### config.mk
export PLATFORM = sky130hd
export DESIGN_NAME = mips_multicycle_core
export DESIGN_NICKNAME = d
export VERILOG_FILES = /design/src/rtl/mips_multicycle_core.sv
export SDC_FILE = /design/constraint.sdc
export NUM_CORES = 2
export LEC_CHECK = 0
export CORE_ASPECT_RATIO = 0.75
export CORE_MARGIN = 2
export CORE_UTILIZATION = 60
export DETAILED_ROUTE_END_ITERATION = 12
export HOLD_SLACK_MARGIN = 0.1
export MAX_ROUTING_LAYER = met4
export PLACE_DENSITY_LB_ADDON = 0.3
export SYNTH_ARGS = -nofsm -noshare
export SYNTH_HDL_FRONTEND = slang
export SYNTH_SLANG_ARGS = --single-unit
### constraint.sdc
create_clock -name CLK -period 4.4 [get_ports CLK]
set_clock_uncertainty 0.1 [all_clocks]
set_input_delay 0.88 -clock CLK [delete_from_list [all_inputs] [get_ports CLK]]
set_output_delay 0.88 -clock CLK [all_outputs]
set_load 0.02 [all_outputs]
### src/rtl/mips_multicycle_core.sv
// rtl/mips_multicycle_core.sv - multi-cycle MIPS-32 core with one shared, stallable memory port
// Optional bne/ori support is enabled by defining MIPS_MC_EXT_OPS_EN.
module mips_multicycle_core #(
   parameter logic [31:0] RESET_PC   = 32'h0000_0000,
   parameter logic [4:0]  DBG_REG    = 5'd2,
   parameter int          TEST_WIDTH = 16
) (
   input  logic                  CLK,
   input  logic                  Reset,
   output logic [31:0]           mem_addr,
   output logic [31:0]           mem_wdata,
   output logic                  mem_re,
   output logic                  mem_we,
   input  logic [31:0]           mem_rdata,
   input  logic                  mem_ready,
   output logic                  illegal,
   output logic [TEST_WIDTH-1:0] test_value
);

   typedef enum logic [3:0] {
      S_FETCH, S_DECODE, S_MEMADR, S_MEMRD, S_MEMWB, S_MEMWR, S_EXEC,
      S_ALUWB, S_ADDIEX, S_ADDIWB, S_BRANCH, S_JUMP, S_HALT
   } state_t;

   localparam logic [5:0] OP_RTYPE = 6'h00;
   localparam logic [5:0] OP_J     = 6'h02;
   localparam logic [5:0] OP_BEQ   = 6'h04;
   localparam logic [5:0] OP_BNE   = 6'h05;
   localparam logic [5:0] OP_ADDI  = 6'h08;
   localparam logic [5:0] OP_ORI   = 6'h0D;
   localparam logic [5:0] OP_LW    = 6'h23;
   localparam logic [5:0] OP_SW    = 6'h2B;

   localparam logic [5:0] FN_ADD = 6'h20;
   localparam logic [5:0] FN_SUB = 6'h22;
   localparam logic [5:0] FN_AND = 6'h24;
   localparam logic [5:0] FN_OR  = 6'h25;
   localparam logic [5:0] FN_SLT = 6'h2A;

   state_t      state_q, state_d;
   logic [31:0] pc_q, pc_d;
   logic [31:0] ir_q, ir_d;
   logic [31:0] a_q, a_d;
   logic [31:0] b_q, b_d;
   logic [31:0] alu_out_q, alu_out_d;
   logic [31:0] mdr_q, mdr_d;
   logic        illegal_q, illegal_d;
   logic        mem_re_q, mem_re_d;
   logic        mem_we_q, mem_we_d;
   logic [31:0] mem_addr_q, mem_addr_d;
   logic [31:0] mem_wdata_q, mem_wdata_d;
   logic [31:0] regs_q [32];
   logic [31:0] regs_d [32];

   logic        rf_we;
   logic [4:0]  rf_waddr;
   logic [31:0] rf_wdata;
   logic        branch_taken;

   logic [5:0]  opcode;
   logic [4:0]  rs, rt, rd;
   logic [5:0]  funct;
   logic [31:0] sext_imm;

   assign opcode   = ir_q[31:26];
   assign rs       = ir_q[25:21];
   assign rt       = ir_q[20:16];
   assign rd       = ir_q[15:11];
   assign funct    = ir_q[5:0];
   assign sext_imm = {{16{ir_q[15]}}, ir_q[15:0]};

   always_comb begin
      state_d      = state_q;
      pc_d         = pc_q;
      ir_d         = ir_q;
      a_d          = a_q;
      b_d          = b_q;
      alu_out_d    = alu_out_q;
      mdr_d        = mdr_q;
      rf_we        = 1'b0;
      rf_waddr     = rt;
      rf_wdata     = alu_out_q;
      branch_taken = (a_q == b_q);

      case (state_q)
         S_FETCH: begin
            if (mem_ready) begin
               ir_d    = mem_rdata;
               pc_d    = pc_q + 32'd4;
               state_d = S_DECODE;
            end
         end
         S_DECODE: begin
            a_d       = regs_q[rs];
            b_d       = regs_q[rt];
            alu_out_d = pc_q + (sext_imm << 2);
            case (opcode)
               OP_LW, OP_SW: state_d = S_MEMADR;
               OP_RTYPE: begin
                  case (funct)
                     FN_ADD, FN_SUB, FN_AND, FN_OR, FN_SLT: state_d = S_EXEC;
                     default:                               state_d = S_HALT;
                  endcase
               end
               OP_BEQ:  state_d = S_BRANCH;
               OP_ADDI: state_d = S_ADDIEX;
               OP_J:    state_d = S_JUMP;
`ifdef MIPS_MC_EXT_OPS_EN
               OP_BNE:  state_d = S_BRANCH;
               OP_ORI:  state_d = S_ADDIEX;
`endif
               default: state_d = S_HALT;
            endcase
         end
         S_MEMADR: begin
            alu_out_d = a_q + sext_imm;
            state_d   = (opcode == OP_LW) ? S_MEMRD : S_MEMWR;
         end
         S_MEMRD: begin
            if (mem_ready) begin
               mdr_d   = mem_rdata;
               state_d = S_MEMWB;
            end
         end
         S_MEMWB: begin
            rf_we    = 1'b1;
            rf_wdata = mdr_q;
            state_d  = S_FETCH;
         end
         S_MEMWR: begin
            if (mem_ready) state_d = S_FETCH;
         end
         S_EXEC: begin
            case (funct)
               FN_SUB:  alu_out_d = a_q - b_q;
               FN_AND:  alu_out_d = a_q & b_q;
               FN_OR:   alu_out_d = a_q | b_q;
               FN_SLT:  alu_out_d = {31'b0, ($signed(a_q) < $signed(b_q))};
               default: alu_out_d = a_q + b_q;
            endcase
            state_d = S_ALUWB;
         end
         S_ALUWB: begin
            rf_we    = 1'b1;
            rf_waddr = rd;
            state_d  = S_FETCH;
         end
         S_ADDIEX: begin
            alu_out_d = a_q + sext_imm;
`ifdef MIPS_MC_EXT_OPS_EN
            if (opcode == OP_ORI) alu_out_d = a_q | {16'b0, ir_q[15:0]};
`endif
            state_d = S_ADDIWB;
         end
         S_ADDIWB: begin
            rf_we   = 1'b1;
            state_d = S_FETCH;
         end
         S_BRANCH: begin
`ifdef MIPS_MC_EXT_OPS_EN
            if (opcode == OP_BNE) branch_taken = (a_q != b_q);
`endif
            if (branch_taken) pc_d = alu_out_q;
            state_d = S_FETCH;
         end
         S_JUMP: begin
            // pc_q already holds PC+4, whose top nibble selects the jump region
            pc_d    = {pc_q[31:28], ir_q[25:0], 2'b00};
            state_d = S_FETCH;
         end
         default: state_d = S_HALT;
      endcase

      regs_d = regs_q;
      if (rf_we && (rf_waddr != 5'd0)) regs_d[rf_waddr] = rf_wdata;

      illegal_d = illegal_q | (state_d == S_HALT);

      // Memory outputs are registered from the next state so they line up with it
      mem_re_d    = (state_d == S_FETCH) || (state_d == S_MEMRD);
      mem_we_d    = (state_d == S_MEMWR);
      mem_wdata_d = (state_d == S_MEMWR) ? b_d : 32'd0;
      case (state_d)
         S_FETCH:          mem_addr_d = pc_d;
         S_MEMRD, S_MEMWR: mem_addr_d = alu_out_d;
         default:          mem_addr_d = 32'd0;
      endcase
   end

   always_ff @(posedge CLK) begin
      if (Reset) begin
         state_q     <= S_FETCH;
         pc_q        <= RESET_PC;
         ir_q        <= '0;
         a_q         <= '0;
         b_q         <= '0;
         alu_out_q   <= '0;
         mdr_q       <= '0;
         illegal_q   <= 1'b0;
         mem_re_q    <= 1'b1;
         mem_we_q    <= 1'b0;
         mem_addr_q  <= RESET_PC;
         mem_wdata_q <= '0;
         for (int i = 0; i < 32; i++) regs_q[i] <= '0;
      end else begin
         state_q     <= state_d;
         pc_q        <= pc_d;
         ir_q        <= ir_d;
         a_q         <= a_d;
         b_q         <= b_d;
         alu_out_q   <= alu_out_d;
         mdr_q       <= mdr_d;
         illegal_q   <= illegal_d;
         mem_re_q    <= mem_re_d;
         mem_we_q    <= mem_we_d;
         mem_addr_q  <= mem_addr_d;
         mem_wdata_q <= mem_wdata_d;
         regs_q      <= regs_d;
      end
   end

   assign mem_re     = mem_re_q & ~Reset;
   assign mem_we     = mem_we_q & ~Reset;
   assign mem_addr   = Reset ? 32'd0 : mem_addr_q;
   assign mem_wdata  = Reset ? 32'd0 : mem_wdata_q;
   assign illegal    = illegal_q;
   assign test_value = regs_q[DBG_REG][TEST_WIDTH-1:0];

endmodule

==> impl_metrics.tcl <==
set metrics [dict create \
    postCtsHoldBufs 0 \
    gr-total-overflow 0 \
    intPower_mw 22.9 \
    placementRows 107 \
    rrSetupSlack_ns 0.19 \
    hold_viol 0 \
    pwr-share-comb 0.337 \
    reg2reg_from "b_q[9]$_SDFF_PP0_" \
    cp_top_family "compound AO/OA/AOI/OAI gates" \
    cts_root_buffer "clkbuf_16" \
    setup.worst_path.start_class "flop" \
    die_h_um 297 \
    cts_tree "yes" \
    setup_viol 0 \
    synthTopCellsByArea "dfxtp_1, mux4_2, a211oi_1, nor2_1, clkbuf_1" \
    rsz0062_at_grt "no" \
    gp_congestion 1.05 \
    ys_ff_latch 1287 \
    critical_path_class "flop to flop" \
    dieWidth_um 395 \
    dp_cells 8154 \
    die-area_um2 118000 \
    max_stage_delay_ns 0.53 \
    fin_crit_sh 0.957 \
    core_um2 114000 \
    rr_worst_depth 14 \
    grt_pass1_wl_mm 361 \
    ys_warn_count 0 \
    worstMarginPinSlew_ns 1.28 \
    antenna_found_initial 12 \
    synth_edf_count 0 \
    endpoint_kind "flop" \
    cp.required_ns 4.96 \
    clk_pin_slew_ns 0.06 \
    avgViaCountPerCell 7.10 \
    tns_ns 0 \
    fillers 8446 \
    drt_wl_total_mm 243 \
    met2_usage 0.585 \
    power_density_nw_per_um2 481 \
    drcViolationCount 0 \
    power_mw 37.0 \
    grt_pass1_vias 55700 \
    vias 59500 \
    groute.layer.met1.usage 0.577 \
    r2r-end "mem_addr_q[28]$_SDFF_PP0_" \
    peakVddDrop_mv 0.352 \
    drt_first_pass_iters 8 \
    fin_nets 6947 \
    io_pins 118 \
    drt_iter0_drc 8854 \
    fmaxAchievable_mhz 238 \
    crit_slowest_cell "a2111oi_1" \
    grt_max_degree 218 \
    portBuffers 117 \
    synthArstFlopShare 0 \
    report.final.slew_viol_count 0 \
    numCtsBuffers 121 \
    htreeDepth 3 \
    syn-mean-instance-area_um2 9.90 \
    critPathMostFrequentCell "buf_4" \
    crit_chain "inv_1, ha_1, inv_1, a2111oi_1, a2111oi_0, buf_4, a211oi_1, o211ai_1, buf_4, o211a_1, a211oi_1, a2111oi_2, buf_4, o22ai_1" \
    cap_violations 0 \
    syn_area_um2 68900 \
    worstHoldStart "mdr_q[22]$_SDFFE_PP0P_" \
    area_growth_pct 11.7 \
    status "finished, final reports clean" \
    clock_path_buffers 3 \
    cp.arrival_ns 4.77 \
    crit_fanout 9 \
    p_switching_mw 14.2 \
    clockPowerShare 0.306 \
    min_path_cells 2 \
    cts_sinks 1287 \
    post_drt_wl_per_cell_um 29.0 \
    syn_inst 6955 \
    seqPwrFrac 0.357 \
    critPathBufInv 5 \
    stdcell_count 8389 \
    grt_util_met3 0.112 \
    power_leakage_nw 24.3 \
    synth_top_area_frac 0.374 \
    synth_commonest_cells "dfxtp_1, nor2_1, a211oi_1, clkbuf_1, mux4_2" \
    period_minus_slack_ns 4.21 \
    top_usage_layer "met2" \
    synth_most_common_cell "dfxtp_1" \
    hpwlAfterDp_mm 162 \
    yosys_most_used_dff "dfxtp_1" \
    swShare 0.382 \
    initial_core_util 0.606 \
    synth_fp_nets 7151 \
    ant_nets 0 \
    ys_seq_area_frac 0.374 \
    yosys.area.top_type "dfxtp_1" \
    drive_gt1_frac 0.182 \
    track_usage 0.417 \
    synthDistinctLibCells 87 \
    clk_latency_ns 0.79 \
    slew_headroom 0.141 \
    worstHoldPathType "flop to flop" \
    holdPathEnd "mdr_q[22]$_SDFFE_PP0P_" \
]
-- logic make-up (layout without fill, tap and decap cells) --
group	after synthesis	in the layout	synth area share
xor gates and xnor gates	81	81	0.0103
other	0	11	0
and+or+nand+nor	1950	1950	0.120
AOI/OAI and AO/OA	1869	1869	0.192
muxes	756	756	0.226
buffers and inverters	851	748	0.0476
DFF	1287	1287	0.374
adders and majority gates	161	161	0.0297
-- worst reg2reg max path: stages, from the launching register on --
cell and delay, ns:
dfxtp_1 0.36, inv_1 0.08, ha_1 0.45, inv_1 0.10, a2111oi_1 0.53, a2111oi_0 0.26
buf_4 0.20, a211oi_1 0.50, o211ai_1 0.26, buf_4 0.20, o211a_1 0.20, a211oi_1 0.49
a2111oi_2 0.11, buf_4 0.17, o22ai_1 0.11
-- what timing repair did --
item / CTS / global route
buffers inserted: 0 / 0
resized for setup: 0 / 3
setup endpoints to repair: 0 / 4
-- worst max-delay path by stage --
| stage | from | to | slack (ns) | cells past startpoint |
|---|---|---|---|---|
| 2_1_floorplan | ir_q[15]$_SDFFE_PP0P_ | mem_addr_q[28]$_SDFF_PP0_ | 0.72 | 11 |
| 3_3_place_gp | b_q[10]$_SDFF_PP0_ | mem_addr_q[28]$_SDFF_PP0_ | 0.30 | 13 |
| 3_5_place_dp | b_q[10]$_SDFF_PP0_ | mem_addr_q[28]$_SDFF_PP0_ | 0.23 | 13 |
| 4_1_cts | b_q[10]$_SDFF_PP0_ | mem_addr_q[28]$_SDFF_PP0_ | 0.17 | 13 |
| 5_1_grt | b_q[9]$_SDFF_PP0_ | mem_addr_q[28]$_SDFF_PP0_ | 0.06 | 14 |
| 6_report | b_q[9]$_SDFF_PP0_ | mem_addr_q[28]$_SDFF_PP0_ | 0.19 | 14 |
-- layer usage --
metal | vias up | wire (um)
li1 | 25800 | -
met1 | 29000 | 96600
met2 | 4013 | 105000
met3 | 710 | 31000
met4 | 0 | 10600
met5 | - | 0
-- registers in the layout (all words and copies together), names as in the netlist --
name and cells:
regs_q 1008, a_q 32, alu_out_q 32, b_q 32
ir_q 32, mdr_q 32, mem_addr_q 32, mem_wdata_q 32
pc_q 32, test_value 16, state_q 4, illegal 1
mem_re_q 1, mem_we_q 1
-- layout make-up --
class | count | area (um2) | share of cell area
inverters | 122 | 458 | 0.00595
clock buffers | 167 | 3470 | 0.0451
flip-flops and latches | 1287 | 25800 | 0.336
diodes | 11 | 27.5 | 0.000358
clock inverters | 57 | 788 | 0.0102
repair buffers | 402 | 4040 | 0.0525
multi-input cells | 4817 | 40400 | 0.525
well taps | 1526 | 1910 | 0.0248
-- power by group through the flow --
| stage | clock (mW) | combinational (mW) | sequential [mW] |
|---|---|---|---|
| 2_1_floorplan | 0 | 8.11 | 12.8 |
| 3_3_place_gp | 0 | 12.1 | 13.4 |
| 3_5_place_dp | 0 | 12.1 | 13.4 |
| 4_1_cts | 11.3 | 12.1 | 13.1 |
| 5_1_grt | 11.8 | 13.2 | 13.2 |
| 6_report | 11.3 | 12.5 | 13.2 |
-- cells in the final DEF (no fill, tap or decap), types with 27 or more instances in the layout --
cell,n
ha_1,157
mux2i_1,76
a21oi_1,254
o21bai_1,29
dfxtp_1,1276
a31oi_1,31
inv_1,118
a21o_1,31
nor2_1,1253
clkdlybuf4s50_1,116
nand3_1,46
nor3_1,48
xor2_1,29
o22ai_1,35
nand2_1,274
xnor2_1,52
clkbuf_16,122
a211oi_1,1097
mux4_2,640
buf_12,58
buf_4,227
nor2b_1,164
o21ai_0,146
o211ai_1,27
-- through the flow --
step	hold slack (ns)	utilization	setup slack [ns]	area, um2
finish	0.373	0.677	0.190	76900
global route	0.388	0.677	0.0568	76900
CTS	0.372	0.676	0.172	76900
detailed placement	0.364	0.639	0.230	72600
global placement	0.353	0.639	0.304	72600
floorplan	0.336	-	0.721	68900
(Power assumes the default switching activity.)
